### src/rtl/lcd_feed_queue_if.sv
// Handshake bundle between value producers, the feed queue and the display controller.
// No latency of its own; it only groups wires.
// Producers see IN_FULL/DROP_CNT. The display side paces the queue via LCD_READY.
interface lcd_feed_queue_if #(
  parameter int DIGIT = 8
);
  logic [DIGIT*4-1:0] IN_DATA;
  logic               IN_WE;
  logic               IN_FULL;
  logic               EMPTY;
  logic [DIGIT*4-1:0] OUT_DATA;
  logic               OUT_WE;
  logic               LCD_READY;
  logic [7:0]         DROP_CNT;

  // Producer / display-controller side
  modport master (
    output IN_DATA, IN_WE, LCD_READY,
    input  IN_FULL, EMPTY, OUT_DATA, OUT_WE, DROP_CNT
  );

  // Queue side
  modport slave (
    input  IN_DATA, IN_WE, LCD_READY,
    output IN_FULL, EMPTY, OUT_DATA, OUT_WE, DROP_CNT
  );
endinterface

### src/rtl/lcd_feed_queue.sv
// Buffers hex-display values and hands them to the serial display controller one at a time.
// Latency: a push into an empty queue with LCD_READY high gives an OUT_WE pulse 2 cycles later.
// Producers are never stalled: a push into a full queue with no same-cycle pop is dropped and counted.
module lcd_feed_queue #(
  parameter int DIGIT     = 8,
  parameter int DEPTH_LOG = 3
) (
  input  logic            CLK,
  input  logic            RST,
  lcd_feed_queue_if.slave bus
);
  localparam int W     = DIGIT * 4;
  localparam int DEPTH = 1 << DEPTH_LOG;
  localparam logic [DEPTH_LOG:0] C_FULL = {1'b1, {DEPTH_LOG{1'b0}}};

  localparam logic [1:0] S_IDLE = 2'd0;
  localparam logic [1:0] S_ACK  = 2'd1;
  localparam logic [1:0] S_BUSY = 2'd2;

  logic [W-1:0]         r_mem [DEPTH];
  logic [DEPTH_LOG-1:0] r_wr_ptr;
  logic [DEPTH_LOG-1:0] r_rd_ptr;
  logic [DEPTH_LOG:0]   r_count;
  logic [1:0]           r_state;
  logic [W-1:0]         r_out_data;
  logic                 r_out_we;
  logic [7:0]           r_drop_cnt;

  logic w_full;
  logic w_empty;
  logic w_pop;
  logic w_push;
  logic w_drop;

  // Status is decoded from the registered count so it moves one cycle after the causing edge.
  assign w_full  = (r_count == C_FULL);
  assign w_empty = (r_count == '0);

  // A pop is only taken from S_IDLE; that lets a push into a full queue ride on it.
  assign w_pop  = (r_state == S_IDLE) && !w_empty && bus.LCD_READY;
  assign w_push = bus.IN_WE && (!w_full || w_pop);
  assign w_drop = bus.IN_WE && w_full && !w_pop;

  // Entry storage; contents need no reset because count and pointers define validity.
  always_ff @(posedge CLK) begin
    if (!RST && w_push) begin
      r_mem[r_wr_ptr] <= bus.IN_DATA;
    end
  end

  // Pointer and occupancy bookkeeping; pointers wrap naturally at the power-of-two depth.
  always_ff @(posedge CLK) begin
    if (RST) begin
      r_wr_ptr <= '0;
      r_rd_ptr <= '0;
      r_count  <= '0;
    end else begin
      if (w_push) begin
        r_wr_ptr <= r_wr_ptr + 1'b1;
      end
      if (w_pop) begin
        r_rd_ptr <= r_rd_ptr + 1'b1;
      end
      if (w_push && !w_pop) begin
        r_count <= r_count + 1'b1;
      end else if (w_pop && !w_push) begin
        r_count <= r_count - 1'b1;
      end
    end
  end

  // Saturating count of pushes lost to a full queue.
  always_ff @(posedge CLK) begin
    if (RST) begin
      r_drop_cnt <= '0;
    end else if (w_drop && (r_drop_cnt != 8'hFF)) begin
      r_drop_cnt <= r_drop_cnt + 8'd1;
    end
  end

  // Issue sequencer: one strobe per READY low-then-high cycle of the controller.
  always_ff @(posedge CLK) begin
    if (RST) begin
      r_state    <= S_IDLE;
      r_out_we   <= 1'b0;
      r_out_data <= '0;
    end else begin
      r_out_we <= 1'b0;
      case (r_state)
        S_IDLE: begin
          if (w_pop) begin
            r_out_data <= r_mem[r_rd_ptr];
            r_out_we   <= 1'b1;
            r_state    <= S_ACK;
          end
        end
        // The controller lowers READY one cycle after it samples WE.
        S_ACK: begin
          if (!bus.LCD_READY) begin
            r_state <= S_BUSY;
          end
        end
        S_BUSY: begin
          if (bus.LCD_READY) begin
            r_state <= S_IDLE;
          end
        end
        default: begin
          r_state <= S_IDLE;
        end
      endcase
    end
  end

  assign bus.IN_FULL  = w_full;
  assign bus.EMPTY    = w_empty;
  assign bus.OUT_DATA = r_out_data;
  assign bus.OUT_WE   = r_out_we;
  assign bus.DROP_CNT = r_drop_cnt;
endmodule

### src/flat_wrapper.sv
// flat-port wrapper written by rule: the top's interface ports become plain ports
module lcd_feed_queue_flat 
#(
  parameter int DIGIT     = 8,
  parameter int DEPTH_LOG = 3
)
  (CLK, RST, bus_IN_DATA, bus_IN_WE, bus_LCD_READY, bus_IN_FULL, bus_EMPTY, bus_OUT_DATA, bus_OUT_WE, bus_DROP_CNT);
  lcd_feed_queue_if #(.DIGIT(DIGIT)) bus_i ();
  input  logic CLK;
  input  logic RST;
  input wire logic [$bits(bus_i.IN_DATA)-1:0] bus_IN_DATA;
  input wire logic [$bits(bus_i.IN_WE)-1:0] bus_IN_WE;
  input wire logic [$bits(bus_i.LCD_READY)-1:0] bus_LCD_READY;
  output wire logic [$bits(bus_i.IN_FULL)-1:0] bus_IN_FULL;
  output wire logic [$bits(bus_i.EMPTY)-1:0] bus_EMPTY;
  output wire logic [$bits(bus_i.OUT_DATA)-1:0] bus_OUT_DATA;
  output wire logic [$bits(bus_i.OUT_WE)-1:0] bus_OUT_WE;
  output wire logic [$bits(bus_i.DROP_CNT)-1:0] bus_DROP_CNT;
  assign bus_i.IN_DATA = bus_IN_DATA;
  assign bus_i.IN_WE = bus_IN_WE;
  assign bus_i.LCD_READY = bus_LCD_READY;
  assign bus_IN_FULL = bus_i.IN_FULL;
  assign bus_EMPTY = bus_i.EMPTY;
  assign bus_OUT_DATA = bus_i.OUT_DATA;
  assign bus_OUT_WE = bus_i.OUT_WE;
  assign bus_DROP_CNT = bus_i.DROP_CNT;
  lcd_feed_queue #(.DIGIT(DIGIT), .DEPTH_LOG(DEPTH_LOG)) u_core (.CLK(CLK), .RST(RST), .bus(bus_i));
endmodule
### config.mk
export PLATFORM = sky130hd
export DESIGN_NAME = lcd_feed_queue_flat
export DESIGN_NICKNAME = d
export VERILOG_FILES = /design/src/rtl/lcd_feed_queue_if.sv /design/src/rtl/lcd_feed_queue.sv /design/src/flat_wrapper.sv
export SDC_FILE = /design/constraint.sdc
export NUM_CORES = 1
export LEC_CHECK = 0
export CAP_MARGIN = 30
export CORE_MARGIN = 2
export CORE_UTILIZATION = 35
export DETAILED_ROUTE_END_ITERATION = 16
export SETUP_SLACK_MARGIN = 0.3
export SLEW_MARGIN = 0
export SYNTH_ARGS = -nofsm -noshare
export SYNTH_HDL_FRONTEND = slang
export SYNTH_SLANG_ARGS = --single-unit
### constraint.sdc
create_clock -name CLK -period 5.9 [get_ports CLK]
set_input_delay 1.18 -clock CLK [delete_from_list [all_inputs] [get_ports CLK]]
set_output_delay 1.18 -clock CLK [all_outputs]
set_load 0.01 [all_outputs]
==> PnR_summary.wiki <==
{| class="wikitable"
! Metric !! Value
|-
| Cell depth of the worst hold path || 2
|-
| Maximum fanout encountered on the critical timing path || 26
|-
| R2R Path Start || u_core.r_count[0]
|-
| Buffer count from post-CTS setup fixing || 0
|-
| Drt drc || 0
|-
| Number of ports placed on the die boundary || 79
|-
| Maximum clock path buffer count || 3
|-
| Capturing element type of the critical path || flop
|-
| FF-to-FF End || u_core.r_count[3]
|-
| Total via count after detailed routing || between 5000 and 6000
|-
| Endpoint, Worst Hold || u_core.bus.OUT_DATA[2]
|-
| Gate count of the mapped netlist || 614
|-
| GRT Residual Overflow || 0
|-
| Sequential-to-total area share from yosys stat || 0.760
|-
| Pwr Density || roughly 410 nW/um2
|-
| Adder-cell share of the synthesized area || 0.00826
|-
| Number of DRC violations after detailed-routing iteration 0 || about 390
|-
| Netlist area before placement || between 10000 and 15000 um2
|-
| Number of setup violations in the final report || 0
|-
| Async SR Flop Fraction || 0
|-
| Worst EP required || 6.14 ns
|-
| Initial antenna violation count || 1
|-
| Compound-Gate Fraction of Synth Area || 0.0293
|-
| Average size of a mapped cell || 18.7 um2
|-
| Post-cts gate resize count || 0
|-
| Classification of the worst setup path || in -> reg
|-
| Total number of H-tree levels || 1
|-
| Hold-fix buffers, CTS || 0
|-
| Worst reg-to-reg setup slack || 2.85 ns
|-
| Relative max-transition margin || 0.398
|-
| Final Hold Vio Count || 0
|-
| Vias in the first global route || ~6000
|-
| Hold path startpoint || u_core.bus.OUT_DATA[2]
|-
| Largest net degree at the start of global routing || 47
|-
| Run status || completed
|-
| Multiplexer fraction of the synthesized cell area || 0.128
|-
| Count of cell types in the netlist || 45
|-
| Number of filler instances in the final layout || around 2900
|-
| Total clock sinks || between 300 and 400
|-
| Transition time at the pin with the least slew margin || 0.902 ns
|-
| Core Rows || 66
|-
| Root buffer cell || sky130_fd_sc_hd__clkbuf_16
|-
| Total count of max-transition violations in the final report || 0
|-
| Simple-gate area share of the yosys netlist || 0.0537
|-
| DR WL/cell || 19.2 um
|-
| Final estimated routing congestion in global placement || between 0.7 and 0.8
|-
| Total nets after synthesis || around 660
|-
| Area growth from synthesis to final layout || 20.8%
|-
| Core box area || 32500 um2
|-
| Global Route Usage Sum || 0.134
|-
| Y dimension of the die || 185 um
|-
| DP HPWL || 13.2 mm
|-
| Total iterations of the first detailed-routing run || 6
|-
| Number of maximum-capacitance constraint violations || 0
|-
| Nets || about 750
|-
| Insertion delay to the later sink of the worst-skew pair || 0.54 ns
|-
| Total area of sequential cells || 8760 um2
|-
| Final cycle utilization of the critical path || 0.605
|-
| Yosys reg bits || between 300 and 400
|-
| Critical Path AT || 3.82 ns
|-
| EDFF count, synth || 256
|-
| Footprint of the multi-input gates || 2660 um2
|-
| Detailed-route wire length || 22.6 mm
|-
| Length in cells of the worst reg-to-reg path || 10
|-
| Maximum resistive drop on vdd || roughly 0.22 mV
|-
| Clock tree from TritonCTS || done
|-
| Clock buffers created by TritonCTS || 31
|-
| Setup repair after global routing missed its margin || false
|-
| Fin Setup TNS || 0 ns
|-
| ANT nets after route || 0
|-
| Global-route wire length before repair || 35.2 mm
|-
| Main flop type after synthesis || sky130_fd_sc_hd__edfxtp_1
|-
| Layout cell share with drive strength beyond 1 || 0.201
|-
| Average vias per placed instance || 4.91
|-
| Final critical delay including setup and external delays || ~3.6 ns
|-
| Highest clock rate || 280 MHz
|-
| Buffers on Ports || 78
|-
| Area share of xor/xnor cells in the synthesized design || 0.00533
|-
| Clock slew at reported path FFs || around 0.060 ns
|-
| Effective utilization at floorplan || 0.355
|-
| Static leakage || 4.35 nW
|-
| Dominant combinational cell family by area after synthesis || multiplexers
|-
| X dimension of the die || 185 um
|-
| Die ar. || 34400 um2
|-
| Hold_ws || between 0.4 and 0.5 ns
|-
| CP startpoint kind || input pin
|-
| Number of synthesis warnings || 0
|-
| Largest clock skew in the final design || just under 0.008 ns
|-
| Path type of the worst min-delay path || reg -> reg
|}
-- worst max-delay path, cell delays in order --
cell and delay (ns):
sky130_fd_sc_hd__clkdlybuf4s50_1 0.51, sky130_fd_sc_hd__nor3b_1 0.19, sky130_fd_sc_hd__buf_4 0.17, sky130_fd_sc_hd__o21ai_0 0.08, sky130_fd_sc_hd__clkbuf_4 0.19, sky130_fd_sc_hd__inv_1 0.14
sky130_fd_sc_hd__nand2_1 0.25, sky130_fd_sc_hd__nor2_4 0.77, sky130_fd_sc_hd__buf_4 0.31
-- worst max-delay path by stage --
stage	from	endpoint	slack (ns)	depth (start not counted)
final	bus_LCD_READY	u_core.r_mem[6][12]	2.33	9
after detailed placement	bus_LCD_READY	u_core.r_count[3]	1.21	12
after global routing	bus_LCD_READY	u_core.r_mem[6][14]	2.09	9
after CTS	bus_LCD_READY	u_core.r_count[3]	1.77	12
after global placement	bus_LCD_READY	u_core.r_count[3]	1.38	12
after floorplan	bus_LCD_READY	u_core.r_mem[1][0]	1.25	3
-- cells in the final DEF (no fill, tap or decap), drive strengths merged, types with 10 or more instances in the layout --
cell type	Yosys	layout
buf	16	16
clkbuf	17	39
clkdlybuf4s50	0	77
clkinv	1	14
dfxtp	53	53
edfxtp	256	256
mux4	64	64
nand2	11	11
nand3	10	10
nor2	53	53
nor3	37	37
o22ai	32	32
-- through the flow --
stage               total power, mW  cells  utilization  instance area, um2  setup slack, ns
floorplan                      3.47    614            -               11500             1.25
global placement               3.90   1115        0.397               12900             1.38
detailed placement             3.92   1116        0.398               12900             1.21
CTS                            5.82   1172        0.428               13900             1.77
global route                   6.01   1173        0.428               13900             2.09
finish                         5.73   1175        0.428               13900             2.33
-- power breakdown --
part | total (mW) | switching (mW) | leakage (nW) | internal, mW
Combinational | 1.17 | 0.531 | 1.12 | 0.636
Sequential | 2.68 | 0.156 | 2.75 | 2.52
Clock | 1.88 | 0.780 | 0.482 | 1.10
Total | 5.73 | 1.47 | 4.35 | 4.26
-- area by class of cell --
cell class,instances,area share
Clock buffer,38,0.0584
Antenna cell,2,0.000360
Timing Repair Buffer,94,0.0659
Sequential cell,309,0.630
Clock inverter,18,0.0121
Multi-Input combinational cell,264,0.192
Inverter,8,0.00225
Tap cell,442,0.0398
-- cell usage after synthesis, types with 2 or more instances --
cell type	instances	area (um2)
sky130_fd_sc_hd__o31ai_1	2	15.0
sky130_fd_sc_hd__clkbuf_1	17	63.8
sky130_fd_sc_hd__nor2_1	53	199
sky130_fd_sc_hd__or3_2	2	15.0
sky130_fd_sc_hd__ha_1	6	75.1
sky130_fd_sc_hd__nor3_1	37	185
sky130_fd_sc_hd__mux2i_1	2	20.0
sky130_fd_sc_hd__buf_2	13	65.1
sky130_fd_sc_hd__o22ai_1	32	200
sky130_fd_sc_hd__mux4_2	64	1440
sky130_fd_sc_hd__nor4b_1	2	17.5
sky130_fd_sc_hd__nand3_1	9	45.0
sky130_fd_sc_hd__nor2b_1	2	12.5
sky130_fd_sc_hd__xnor2_1	5	43.8
sky130_fd_sc_hd__o21ai_0	3	15.0
sky130_fd_sc_hd__or4_1	2	15.0
sky130_fd_sc_hd__a21oi_1	9	45.0
sky130_fd_sc_hd__nand2_1	11	41.3
sky130_fd_sc_hd__dfxtp_1	53	1060
sky130_fd_sc_hd__inv_1	7	26.3
sky130_fd_sc_hd__xor2_1	2	17.5
sky130_fd_sc_hd__edfxtp_1	256	7690
sky130_fd_sc_hd__buf_1	2	7.51
sky130_fd_sc_hd__nand4_1	2	12.5
-- cells by family after synthesis --
logic type / Yosys count
AOI/OAI and AO/OA: 54
DFF: 309
and+or+nand+nor: 129
adders and majority gates: 7
muxes: 67
buffers and inverters: 41
xor gates and xnor gates: 7
-- state kept, by name, summed over array words and instances (netlist names) --
name and count:
u_core.bus.DROP_CNT 8, u_core.bus.OUT_DATA 32, u_core.bus.OUT_WE 1, u_core.r_count 4, u_core.r_mem 256, u_core.r_rd_ptr 3
u_core.r_state 2, u_core.r_wr_ptr 3
-- layer usage --
layer	share of wire	global-route usage	up-vias
li1	-	-	2669
met1	0.46	0.192	2952
met2	0.47	0.216	116
met3	0.057	0.0228	29
met4	0.014	0.0279	0
met5	0	0	-
No activity file was read; power rests on OpenSTA's default activity.
